===== src/rtl/sb_pkg.sv =====
// rtl/sb_pkg.sv - shared constants, state types and CRC-16 helper for the sideband receiver
package sb_pkg;

    localparam logic [7:0] DLE = 8'hFE;
    localparam logic [7:0] STX = 8'h02;
    localparam logic [7:0] ETX = 8'h40;

    // Bit-reverse a 16-bit word; used to turn the normal polynomial into its LSB-first form
    function automatic logic [15:0] reverse16(input logic [15:0] v);
        logic [15:0] r;
        r = '0;
        for (int i = 0; i < 16; i++) begin
            r[i] = v[15 - i];
        end
        return r;
    endfunction

    localparam logic [15:0] CRC_POLY      = 16'h8005;
    localparam logic [15:0] CRC_POLY_REFL = reverse16(CRC_POLY);
    localparam logic [15:0] CRC_INIT      = 16'hFFFF;

    typedef enum logic [1:0] {
        RX_IDLE,
        RX_DATA,
        RX_STOP,
        RX_BREAK
    } rx_state_t;

    typedef enum logic [2:0] {
        P_IDLE,
        P_DLE,
        P_LT,
        P_AT,
        P_AT_DLE
    } parser_state_t;

    // One byte of LSB-first CRC-16 (register kept bit-reversed, so the reflected polynomial applies)
    function automatic logic [15:0] crc16_update(input logic [15:0] crc, input logic [7:0] data);
        logic [15:0] c;
        c = crc ^ {8'h00, data};
        for (int i = 0; i < 8; i++) begin
            c = c[0] ? ((c >> 1) ^ CRC_POLY_REFL) : (c >> 1);
        end
        return c;
    endfunction

endpackage


===== src/rtl/sb_uart_rx.sv =====
// rtl/sb_uart_rx.sv - sbrx synchronizer and one-bit-per-cycle symbol receiver
module sb_uart_rx
    import sb_pkg::*;
(
    input  logic       clk,
    input  logic       rst,
    input  logic       enable,
    input  logic       sbrx,
    output logic [7:0] byte_data,
    output logic       byte_valid,
    output logic       framing_err
);

    logic [1:0] sync;
    logic       s;
    rx_state_t  state;
    logic [2:0] bit_cnt;
    logic [7:0] shreg;

    assign s = sync[1];

    // Two-flop synchronizer; resets to the idle-high line level
    always_ff @(posedge clk or posedge rst) begin
        if (rst) begin
            sync <= 2'b11;
        end else begin
            sync <= {sync[0], sbrx};
        end
    end

    // Symbol FSM: start bit, 8 data bits LSB first, stop bit; bad stop waits in BREAK for a 1
    always_ff @(posedge clk or posedge rst) begin
        if (rst) begin
            state       <= RX_IDLE;
            bit_cnt     <= '0;
            shreg       <= '0;
            byte_data   <= '0;
            byte_valid  <= 1'b0;
            framing_err <= 1'b0;
        end else begin
            byte_valid  <= 1'b0;
            framing_err <= 1'b0;
            if (!enable) begin
                state <= RX_IDLE;
            end else begin
                case (state)
                    RX_IDLE: begin
                        if (!s) begin
                            state   <= RX_DATA;
                            bit_cnt <= '0;
                        end
                    end
                    RX_DATA: begin
                        shreg   <= {s, shreg[7:1]};
                        bit_cnt <= bit_cnt + 3'd1;
                        if (bit_cnt == 3'd7) begin
                            state <= RX_STOP;
                        end
                    end
                    RX_STOP: begin
                        if (s) begin
                            byte_data  <= shreg;
                            byte_valid <= 1'b1;
                            state      <= RX_IDLE;
                        end else begin
                            framing_err <= 1'b1;
                            state       <= RX_BREAK;
                        end
                    end
                    default: begin
                        if (s) begin
                            state <= RX_IDLE;
                        end
                    end
                endcase
            end
        end
    end

endmodule


===== src/rtl/sideband_rx_framer.sv =====
// rtl/sideband_rx_framer.sv - sideband LT/AT frame parser; define SB_CRC_CHECK_EN to check the AT CRC-16
module sideband_rx_framer
    import sb_pkg::*;
#(
    parameter int MAX_LEN = 32
) (
    input  logic       sb_clk,
    input  logic       rst,
    input  logic       sbrx,
    input  logic       enable,
    output logic       lt_valid,
    output logic [7:0] lt_lse,
    output logic [7:0] at_data,
    output logic       at_valid,
    output logic       at_sop,
    output logic       at_eop,
    output logic       at_err,
    output logic       framing_err
);

    localparam int CNT_W = $clog2(MAX_LEN + 4);

    logic [7:0]    rx_byte;
    logic          rx_valid;
    logic          rx_ferr;

    parser_state_t pstate;
    logic [7:0]    lse;
    logic [7:0]    body0;
    logic [7:0]    body1;
    logic [7:0]    body2;
    logic [1:0]    fill;
    logic [CNT_W-1:0] body_cnt;
    logic          sop_pending;
    logic          push_req;
    logic          overflow;
`ifdef SB_CRC_CHECK_EN
    logic [15:0]   crc;
`endif

    sb_uart_rx u_uart (
        .clk         (sb_clk),
        .rst         (rst),
        .enable      (enable),
        .sbrx        (sbrx),
        .byte_data   (rx_byte),
        .byte_valid  (rx_valid),
        .framing_err (rx_ferr)
    );

    // An unstuffed body byte arrives: plain byte in P_AT or the second DLE of a stuffed pair
    always_comb begin
        push_req = 1'b0;
        if (rx_valid && enable) begin
            if (pstate == P_AT && rx_byte != DLE) begin
                push_req = 1'b1;
            end
            if (pstate == P_AT_DLE && rx_byte == DLE) begin
                push_req = 1'b1;
            end
        end
    end

    assign overflow = push_req && (body_cnt == CNT_W'(MAX_LEN + 2));

    // Frame parser with a 3-byte hold-back buffer so the trailing CRC bytes are never emitted
    always_ff @(posedge sb_clk or posedge rst) begin
        if (rst) begin
            pstate      <= P_IDLE;
            lse         <= '0;
            body0       <= '0;
            body1       <= '0;
            body2       <= '0;
            fill        <= '0;
            body_cnt    <= '0;
            sop_pending <= 1'b0;
`ifdef SB_CRC_CHECK_EN
            crc         <= CRC_INIT;
`endif
            lt_valid    <= 1'b0;
            lt_lse      <= '0;
            at_data     <= '0;
            at_valid    <= 1'b0;
            at_sop      <= 1'b0;
            at_eop      <= 1'b0;
            at_err      <= 1'b0;
            framing_err <= 1'b0;
        end else begin
            lt_valid    <= 1'b0;
            at_valid    <= 1'b0;
            at_sop      <= 1'b0;
            at_eop      <= 1'b0;
            at_err      <= 1'b0;
            framing_err <= 1'b0;
            if (!enable) begin
                pstate <= P_IDLE;
                fill   <= '0;
            end else if (rx_ferr) begin
                framing_err <= 1'b1;
                at_err      <= (pstate == P_AT) || (pstate == P_AT_DLE);
                pstate      <= P_IDLE;
                fill        <= '0;
            end else if (rx_valid) begin
                case (pstate)
                    P_IDLE: begin
                        if (rx_byte == DLE) begin
                            pstate <= P_DLE;
                        end
                    end
                    P_DLE: begin
                        if (rx_byte == STX) begin
                            pstate      <= P_AT;
                            fill        <= '0;
                            body_cnt    <= '0;
                            sop_pending <= 1'b1;
`ifdef SB_CRC_CHECK_EN
                            crc         <= CRC_INIT;
`endif
                        end else if (rx_byte == DLE || rx_byte == ETX) begin
                            pstate <= P_IDLE;
                        end else begin
                            lse    <= rx_byte;
                            pstate <= P_LT;
                        end
                    end
                    P_LT: begin
                        if (rx_byte == ~lse) begin
                            lt_valid <= 1'b1;
                            lt_lse   <= lse;
                        end else begin
                            framing_err <= 1'b1;
                        end
                        pstate <= P_IDLE;
                    end
                    P_AT: begin
                        if (rx_byte == DLE) begin
                            pstate <= P_AT_DLE;
                        end
                    end
                    P_AT_DLE: begin
                        if (rx_byte == DLE) begin
                            pstate <= P_AT;
                        end else if (rx_byte == ETX) begin
                            if (fill == 2'd3) begin
                                at_valid <= 1'b1;
                                at_data  <= body0;
                                at_sop   <= sop_pending;
                                at_eop   <= 1'b1;
`ifdef SB_CRC_CHECK_EN
                                at_err   <= (crc16_update(crc, body0) != {body2, body1});
`endif
                            end else begin
                                at_err <= 1'b1;
                            end
                            sop_pending <= 1'b0;
                            fill        <= '0;
                            pstate      <= P_IDLE;
                        end else if (rx_byte == STX) begin
                            at_err      <= 1'b1;
                            fill        <= '0;
                            body_cnt    <= '0;
                            sop_pending <= 1'b1;
`ifdef SB_CRC_CHECK_EN
                            crc         <= CRC_INIT;
`endif
                            pstate      <= P_AT;
                        end else begin
                            at_err <= 1'b1;
                            fill   <= '0;
                            pstate <= P_IDLE;
                        end
                    end
                    default: begin
                        pstate <= P_IDLE;
                    end
                endcase

                if (push_req) begin
                    if (overflow) begin
                        at_err <= 1'b1;
                        fill   <= '0;
                        pstate <= P_IDLE;
                    end else begin
                        body_cnt <= body_cnt + 1'b1;
                        case (fill)
                            2'd0: begin
                                body0 <= rx_byte;
                                fill  <= 2'd1;
                            end
                            2'd1: begin
                                body1 <= rx_byte;
                                fill  <= 2'd2;
                            end
                            2'd2: begin
                                body2 <= rx_byte;
                                fill  <= 2'd3;
                            end
                            default: begin
                                at_valid    <= 1'b1;
                                at_data     <= body0;
                                at_sop      <= sop_pending;
                                sop_pending <= 1'b0;
`ifdef SB_CRC_CHECK_EN
                                crc         <= crc16_update(crc, body0);
`endif
                                body0       <= body1;
                                body1       <= body2;
                                body2       <= rx_byte;
                            end
                        endcase
                    end
                end
            end
        end
    end

endmodule


===== config.mk =====
export PLATFORM = sky130hd
export DESIGN_NAME = sideband_rx_framer
export DESIGN_NICKNAME = d
export VERILOG_FILES = /design/src/rtl/sb_pkg.sv /design/src/rtl/sb_uart_rx.sv /design/src/rtl/sideband_rx_framer.sv
export SDC_FILE = /design/constraint.sdc
export NUM_CORES = 1
export LEC_CHECK = 0
export ABC_AREA = 0
export CORE_MARGIN = 8
export CORE_UTILIZATION = 64
export DETAILED_ROUTE_END_ITERATION = 8
export PLACE_DENSITY = 0.85
export REMOVE_ABC_BUFFERS = 1
export SLEW_MARGIN = 25
export SYNTH_ARGS = -nofsm -noshare
export SYNTH_HDL_FRONTEND = slang
export SYNTH_SLANG_ARGS = --single-unit

===== constraint.sdc =====
create_clock -name sb_clk -period 5.3 [get_ports sb_clk]
set_input_delay 1.06 -clock sb_clk [delete_from_list [all_inputs] [get_ports sb_clk]]
set_output_delay 1.06 -clock sb_clk [all_outputs]
set_load 0.05 [all_outputs]

==> results of run 1 <==
[report_power, final]
part	internal, mW	switching (mW)
Combinational	0.121	0.124
Clock	0.363	0.249
Sequential	0.761	0.112
[registers in the layout, indices dropped and copies added (netlist names), 2 cells and up]
signal            count
u_uart.shreg          8
at_data               8
fill                  2
lt_lse                8
u_uart.byte_data      8
body2                 8
pstate                3
u_uart.sync           2
body_cnt              6
u_uart.bit_cnt        3
u_uart.state          2
body1                 8
body0                 8
lse                   8
[layer usage]
layer	vias to the layer above	global-route usage (%)	part of all wire [%]	wire length, um
li1	1305	-	-	-
met2	67	28.9	50	4080
met1	1406	22.3	44	3620
met3	8	4.34	4.4	361
met4	0	7.44	1.2	97
met5	-	0	0	0
[cells in the mapped netlist (5+ instances only)]
cell and number:
or3_1 5, buf_2 8, o21ai_0 25, a21oi_1 8, ha_1 12, clkbuf_1 6, dfrtp_1 89, mux2_2 57
nand2_1 11, nand3_1 11, nand4_1 6, mux2_4 8, inv_1 10, xor2_1 8, mux2i_1 8, nor2_1 12
[cell usage in the layout (no fill, tap or decap), types with 4 or more instances in the layout]
cell and instances:
mux2_4 8, nand2_1 11, clkdlybuf4s50_1 25, bufinv_16 4
xor2_1 8, nand3_1 11, nor3_1 4, a21oi_1 8
clkbuf_8 9, mux2_2 57, a22o_1 4, nor2_1 12
o21ai_0 25, nand4_1 6, mux2i_1 8, inv_1 9
and2_1 4, dfrtp_1 89, or3_1 5, ha_1 12
[cell families after synthesis]
| family | count (synthesis) | share of synthesized area [%] |
|---|---|---|
| adder cells (fa/ha/maj) | 12 | 3.46 |
| XOR/XNOR | 8 | 1.62 |
| AND/OR/NAND/NOR | 76 | 10.2 |
| multiplexers | 73 | 19.4 |
| flip-flops | 91 | 52.6 |
| buffers and inverters | 29 | 3.26 |
| AO/OA/AOI/OAI | 61 | 9.41 |
[cell type report]
type                       instances  area share [%]
clock inverter                     6            2.80
tap                               80            2.06
timing repair buffer              26            5.30
inverter                          10           0.798
clock buffer                      10            2.62
multi-input combinational        230            39.5
sequential                        91            46.9
[metrics by stage]
step | setup WS, ns | hold WS, ns
global route | 1.82 | 0.368
CTS | 1.96 | 0.365
finish | 1.96 | 0.361
detailed placement | 1.57 | 0.352
global placement | 1.66 | 0.349
floorplan | 1.88 | 0.345
[worst paths after layout]
check                                 endpoint
worst max-delay path                  body2[0]
worst min-delay path            u_uart.sync[1]
worst max register to register        body2[0]
worst min register to register  u_uart.sync[1]
max in group asynchronous             body1[3]
min in group asynchronous               lse[2]
==> summary.txt, run 1 <==
Outcome
  – Status: completed

Place
  – DP Wirelength: 5.64 mm
  – Placed cell count: 437
  – IO Port Bufs: 25
  – Gpl congestion: 0.902
  – Placed instance area: 0.00459 mm^2

Route
  – Wire per inst: 18.0 um
  – Vias per inst: 6.15
  – Detailed router's first-iteration violation count: between 200 and 300
  – First-pass iteration count of the detailed router: 4
  – Antenna Nets Post-Route: 0
  – Total Wirelength: 8.16 mm
  – Vias post-DR: 2786
  – DRC errors left: 0

Finish
  – Area delta synth->final: 12.2%
  – Diodes inserted: 0
  – Post-route insts no fill: 453
  – Fraction of layout cells with a size suffix above 1: 24.4%
  – Nets: 384
  – Multi-input logic area: between 0.0015 and 0.002 mm^2
  – Register area: approximately 0.0023 mm^2
  – Cell area after layout: 0.00486 mm^2
  – Fillers: 455
  – Finished Core Util: between 70% and 80%

Die
  – # IOs: 26
  – Core box area: 0.00668 mm^2
  – Starting Density: 64.9%
  – Die Ht: between 90 and 100 um
  – Die ar.: approximately 0.0097 mm^2
  – Row count: 30
  – Die W: 98.3 um

STA
  – Unrepaired setup endpoints after global routing: no
  – Hold Violations, Final: 0
  – Max Slew Vio Count: 0
  – Final period util: 63.0%
  – FMAX: between 200 and 300 MHz
  – Max transition margin: 46.0%
  – Crit path time final: 3.34 ns
  – Final Skew: 0.00960 ns
  – Worst-margin pin slew: 0.810 ns
  – Final setup fails: 0
  – Fin Setup TNS: 0 ns

Clocking
  – TritonCTS clock tree: done
  – CTS Sinks: between 90 and 100
  – Root Buffer: clkbuf_8
  – PostCTS Resize Cnt: 0
  – Setup bufs post-CTS: 0
  – Clk_lat worst skew: 0.36 ns
  – Htree depth: 3
  – Hold_buf cts: 0
  – TritonCTS buffer count: 9
  – CTS clk-pin slew, worst paths: 0.08 ns
  – Bufs on Longest Clock Path: 2

Synth
  – Yosys Warn Count: 0
  – Top cell type's share of synthesized area: 51.4%
  – Netlist cell types: 55
  – Post-synth EDFFs: 0
  – Sequential share of the synthesized area: 52.6%
  – Synthesized area per cell: 12.4 um^2
  – Dominant cell type by area after synthesis: dfrtp_1
  – Asr flop ratio synth: 100%
  – Flops & latches, synth: 91
  – Post-Synthesis Cells: 350
  – Synth Flop Type: dfrtp_1
  – Most area-consuming cells after synthesis: dfrtp_1 51%, mux2_2 15%, ha_1 3.5%
  – Netlist Area Pre-Place: around 0.0043 mm^2

Worst setup path
  – CP max FO: 23
  – Reg2reg path depth: 5
  – Crit path max-delay family: simple AND/OR/NAND/NOR gates
  – Crit-path slowest cell: clkdlybuf4s50_1
  – Slowest stage delay, CP: 0.70 ns
  – CP bufs+invs: 1
  – CP Data Arrival Time: 3.59 ns
  – Critical Setup Path Class: in -> reg
  – CP Depth: 6
  – CP Launch Type: primary input
  – R2r setup slk: 2.64 ns
  – Worst EP required: around 5.6 ns
  – Crit. End Element: flip-flop
  – Setup crit start: enable
  – RR Startpoint: u_uart.byte_data[7]
  – Worst-path cell chain: clkdlybuf4s50_1 -> and3b_1 -> o41a_1 -> o21ai_2 -> or3_1 -> mux2_4

Worst hold path
  – Hold wc startpoint: u_uart.sync[0]
  – Hold Crit Depth: 0
  – Hold WC Path Type: reg -> reg

Global routing
  – GRT overflow: 0
  – Largest net degree at the start of global routing: between 50 and 60
  – First-pass GRT wire length: 13.8 mm
  – Tot GR Track Use: approximately 18%
  – Initial antenna violation count: 0
  – Number of global-route vias before repair: between 2000 and 3000

Pwr
  – Leak pwr: ~2.4 nW
  – Worst VDD drop: 0.000238 V
  – PD cells: 356 mW/mm^2
  – Total chip power: around 1.7 mW

Job
  – MaxCap Viol Count: 0
No activity file was read; power rests on OpenSTA's default activity.
==> run 2: changes to the inputs <==
CORE_UTILIZATION = 59   (was 64)
PLACE_DENSITY = 0.79   (was 0.85)
clock period = 3.36 ns   (was 5.3 ns; I/O delays follow)
==> run 2 against run 1 <==
Clock power up 38%; worst hold slack better by 0.0080 ns; first-iteration DRC count down 40%; register-to-register slack worse by 1.8 ns; final cell count up 5.3%; via count up 1.0%; largest cell class unchanged; setup slack worse by 1.1 ns.
==> summary.txt, run 2 (same netlist as run 1, synthesis figures left out) <==
STA
  – FMAX: between 300 and 400 MHz
  – Final Skew: 0.0133 ns (was 0.00960 ns)
  – Final setup fails: 0 (unchanged)
  – Hold Violations, Final: 0 (unchanged)
  – Worst-margin pin slew: 0.581 ns (was 0.810 ns)
  – Final period util: 75.1%
  – Max Slew Vio Count: 0 (unchanged)
  – Fin Setup TNS: 0 ns (unchanged)
  – Max transition margin: 61.3% (was 46.0%)
  – Crit path time final: 2.52 ns
  – Unrepaired setup endpoints after global routing: no (unchanged)
  – Worst hold slack: 0.369 ns (was 0.361 ns)

Worst setup path
  – Crit-path slowest cell: nor4_1 (was clkdlybuf4s50_1)
  – Critical Setup Path Class: reg -> reg (was in -> reg)
  – Reg2reg path depth: 6 (was 5)
  – Worst-path cell chain: buf_4 -> nor4_1 -> nand2_1 -> or3_1 -> a21oi_4 -> mux2_2 (was clkdlybuf4s50_1 -> and3b_1 -> o41a_1 -> o21ai_2 -> or3_1 -> mux2_4)
  – Setup crit start: u_uart.byte_data[0] (was enable)
  – Crit. End Element: flip-flop (unchanged)
  – Reg-to-reg critical path endpoint: at_data[2] (was body2[0])
  – CP Data Arrival Time: 2.78 ns (was 3.59 ns)
  – Worst Setup EP: at_data[2] (was body2[0])
  – Slowest stage delay, CP: 0.51 ns (was 0.70 ns)
  – RR Startpoint: u_uart.byte_data[0] (was u_uart.byte_data[7])
  – R2r setup slk: 0.84 ns (was 2.64 ns)
  – CP max FO: 10 (was 23)
  – Worst EP required: 3.62 ns (was 5.55 ns)
  – CP Launch Type: flip-flop (was primary input)

Clocking
  – TritonCTS buffer count: 9 (unchanged)
  – Htree depth: 3 (unchanged)
  – Root Buffer: clkbuf_8 (unchanged)
  – TritonCTS clock tree: done (unchanged)
  – Setup bufs post-CTS: 0 (unchanged)
  – CTS Sinks: 91 (unchanged)
  – Hold_buf cts: 0 (unchanged)
  – Bufs on Longest Clock Path: 2 (unchanged)
  – CTS clk-pin slew, worst paths: 0.09 ns (was 0.08 ns)
  – PostCTS Resize Cnt: 0 (unchanged)
  – Clk_lat worst skew: 0.37 ns (was 0.36 ns)

Route
  – DRC errors left: 0 (unchanged)
  – First-pass iteration count of the detailed router: 4 (unchanged)
  – Vias post-DR: 2814 (was 2786)
  – Detailed router's first-iteration violation count: 158 (was 264)
  – Total Wirelength: 8.15 mm (was 8.16 mm)
  – Vias per inst: 5.90 (was 6.15)
  – Wire per inst: 17.1 um (was 18.0 um)
  – Antenna Nets Post-Route: 0 (unchanged)

Finish
  – Area delta synth->final: 12.8% (was 12.2%)
  – Diodes inserted: 0 (unchanged)
  – Finished Core Util: 68.2% (was 72.8%)
  – Fraction of layout cells with a size suffix above 1: 25.4% (was 24.4%)
  – Commonest non-fill, non-tap cell in the layout: dfrtp_1 (unchanged)
  – Nets: 389 (was 384)
  – Most frequent cells in the layout: 89 x dfrtp_1, 57 x mux2_2, 25 x o21ai_0, 25 x clkdlybuf4s50_1 (unchanged)

Die
  – Core box area: 0.00718 mm^2 (was 0.00668 mm^2)
  – # IOs: 26 (unchanged)
  – Die ar.: 0.0103 mm^2 (was 0.00966 mm^2)
  – Starting Density: 60.4% (was 64.9%)
  – Die W: 102 um (was 98.3 um)
  – Row count: 31 (was 30)
  – Die Ht: 102 um (was 98.3 um)

Global routing
  – First-pass GRT wire length: 14.2 mm (was 13.8 mm)
  – Number of global-route vias before repair: 2923 (was 2829)
  – GRT overflow: 0 (unchanged)
  – Met2 Resource Use GR: 28.9% (about the same)
  – Met3 Use GR: 4.12% (was 4.34%)
  – Largest net degree at the start of global routing: 62 (was 52)
  – Initial antenna violation count: 0 (unchanged)
  – Tot GR Track Use: 17.7% (was 17.9%)
  – GRT busiest layer: met2 (unchanged)
  – Met1 Use GR: 22.0% (was 22.3%)

Pwr
  – Total chip power: 2.61 mW (was 1.73 mW)
  – Worst VDD drop: 0.000315 V (was 0.000238 V)
  – PD cells: 534 mW/mm^2 (was 356 mW/mm^2)
  – Leak pwr: 2.38 nW (was 2.37 nW)

Place
  – Gpl congestion: 0.893 (was 0.902)
  – IO Port Bufs: 25 (unchanged)
  – DP Wirelength: 5.51 mm (was 5.64 mm)

Worst hold path
  – Hold wc startpoint: u_uart.sync[0] (unchanged)
  – Hold WC Path Type: reg -> reg (unchanged)

Job
  – MaxCap Viol Count: 0 (unchanged)

Outcome
  – Status: completed (unchanged)
## run 2: worst min path at each step
stage / depth (start not counted) / to
final: 0 / u_uart.sync[1]
after global routing: 0 / u_uart.sync[1]
after CTS: 0 / u_uart.sync[1]
after detailed placement: 0 / u_uart.sync[1]
after global placement: 0 / u_uart.sync[1]
after floorplan: 0 / u_uart.sync[1]
## run 2: per-layer routing
layer  vias up  wire (um)
li1       1320          -
met2        56       4010
met4         0        167
met1      1426       3670
met5         -          0
met3        12        303
## run 2: layout make-up
class                   count  area, um^2
inverters                  10        38.8
well taps                  99         124
clock buffers              11         141
clock inverters             5        85.1
multi-input cells         230        1910
flip-flops and latches     91        2280
fillers                   513        2280
repair buffers             31         308
## run 2: stage by stage
stage	setup slack [ns]	area (um^2)	instances
detailed placement	0.548	4660	461
floorplan	0.328	4230	331
global route	0.710	4890	477
global placement	0.595	4660	461
CTS	0.890	4890	477
finish	0.837	4890	477
## run 2: worst max-delay path: cells and delay by family (launching register included)
family	cells	cell delay [ns]
multiplexers	1	0.38
buffers and inverters	1	0.17
flip-flops	1	0.37
AO/OA/AOI/OAI	1	0.36
AND/OR/NAND/NOR	3	1.13
## run 2: report_power, final
part	switching, mW	internal (mW)	leakage (nW)
clock network	0.397	0.445	0.115
registers	0.152	1.20	1.24
logic	0.216	0.202	1.02
total	0.765	1.85	2.38
==> variant, RTL diff (flow settings as in run 2) <==
Put one more register stage on the output `lt_valid`. The value now appears one clock later. The other outputs are not delayed to match.
--- a/src/rtl/sideband_rx_framer.sv
+++ b/src/rtl/sideband_rx_framer.sv
@@ -20,6 +20,8 @@
 
     localparam int CNT_W = $clog2(MAX_LEN + 4);
 
+    logic lt_valid_s0;
+
     logic [7:0]    rx_byte;
     logic          rx_valid;
     logic          rx_ferr;
@@ -77,7 +79,7 @@
 `ifdef SB_CRC_CHECK_EN
             crc         <= CRC_INIT;
 `endif
-            lt_valid    <= 1'b0;
+            lt_valid_s0 <= 1'b0;
             lt_lse      <= '0;
             at_data     <= '0;
             at_valid    <= 1'b0;
@@ -86,7 +88,7 @@
             at_err      <= 1'b0;
             framing_err <= 1'b0;
         end else begin
-            lt_valid    <= 1'b0;
+            lt_valid_s0 <= 1'b0;
             at_valid    <= 1'b0;
             at_sop      <= 1'b0;
             at_eop      <= 1'b0;
@@ -125,7 +127,7 @@
                     end
                     P_LT: begin
                         if (rx_byte == ~lse) begin
-                            lt_valid <= 1'b1;
+                            lt_valid_s0 <= 1'b1;
                             lt_lse   <= lse;
                         end else begin
                             framing_err <= 1'b1;
@@ -214,5 +216,9 @@
         end
     end
 
+    always_ff @(posedge sb_clk) begin
+        lt_valid <= lt_valid_s0;
+    end
+
 endmodule
 
Check against the original RTL: no difference found for any inputs over 10 cycles, from zero or initial values and one cycle with rst high; that may be too few to reach the edited logic, so the function may still have changed.
==> variant against run 2 <==
  * Core utilization shrank 0.24 points
  * Area after synthesis rose by 0.89%
  * Sequential cell count up 1
  * Hold slack lost 0.019 ns
  * Synthesized cell count fell by 2.3%
  * Critical endpoint is now body1[1]$_DFFE_PP0P_
  * Total power decreased by 5.3%
  * Final area up 0.18%
  * Wire length is 4.1% lower
  * Worst setup slack got worse by 0.062 ns
==> variant: results <==
global_routing:
  grt_pass1_wl_mm: 13.5
  grt_usage: 0.165
  use_met1: 0.218
  grtUsageMet2: 0.264
  antenna_found_initial: 0
  grt_max_degree: 59
  grt_pass1_vias: 2780
  grt_use_met3: 0.0259
critical_path:
  slowest_stage: "nor4_4"
  r2r_cells: 5
  crit_end: "body1[1]$_DFFE_PP0P_"
  slowest_delay_ns: 0.51
  arrival_ns: 2.82
  critPathMaxFanout: 14
  reg2reg_setup_slack_ns: 0.77
placed_design:
  dp.cells: 455
  gp_congestion: 0.906
  dp_slack_ns: 0.517
  dp_hpwl_mm: 5.43
  placed_area_um2: 4710
clocking:
  ctsResizeCount: 0
  clk_transition_reported_paths_ns: 0.09
  insertion_delay_ns: 0.35
  cts_max_level: 3
  numCtsBuffers: 9
  cts-root-buf: "clkbuf_8"
yosys:
  avgSynthCellArea_um2: 12.8
  synth-seq-area-share: 0.526
  synth_cell_types: 54
  yosys-top-cells-count: "dfrtp_1 (89), mux2_2 (81), o21ai_0 (16)"
  ys_warn_count: 0
  async_flop_share: 0.989
  ys_top_cells_by_area: "dfrtp_1 (51%), mux2_2 (21%), ha_1 (3.4%), nor4_4 (1.9%), o21ai_0 (1.8%)"
status:
  status: "finished clean"
power_and_ir_drop:
  vdd_drop_max_mv: 0.312
  power.leakage_nw: 2.35
detailed_routing:
  drtIter0Drc: 100
  met2_wirelength_mm: 3.80
  met3_length_um: 289
  vias: 2709
  wl_met1_mm: 3.59
  wire_per_inst_um: 16.6
  avgViaCountPerCell: 5.75
layout:
  num_antenna_cells: 0
  nNetsFinal: 383
  drive_above_1_share: 0.301
timing:
  timing.hold.ws_ns: 0.350
  max-slew-margin-rel: 0.578
  finalCritPeriodShare: 0.770
  skew_ns: 0.00763
min_path:
  worstHoldStart: "lt_valid_s0$_DFF_PP0_"
  hold_end: "lt_valid$_DFF_P_"
[variant: cell count changes in the layout (fill, tap and decap cells not counted), sizes merged, moves of 4 or more]
cell          run 2  this run
and3              1         5
inv              10        15
mux2             65        83
mux2i             8         1
nand3            11         5
nor4              3         7
o21ai            26        17
or3               5         1
[variant: final cells by class]
type	instances	area, um2
Clock buffer	11	141
Clock inverter	5	45.0
Fill cell	537	2310
Inverter	14	53.8
Multi-Input combinational cell	222	1950
Sequential cell	92	2300
Tap cell	99	124
Timing Repair Buffer	28	285
[variant: cells by family after synthesis]
logic type,after synthesis,share of synthesized area
compound gates,51,0.0810
mux,84,0.217
buf+inv,28,0.0283
flops,92,0.526
simple gates,67,0.0978
fa+ha+maj,12,0.0343
xor+xnor,8,0.0160
[variant: where the power goes]
part           internal, mW  switching (mW)  total, mW
sequential             1.21           0.155       1.36
combinational         0.200           0.210      0.411
clock                 0.300           0.400      0.701
total                  1.71           0.766       2.48
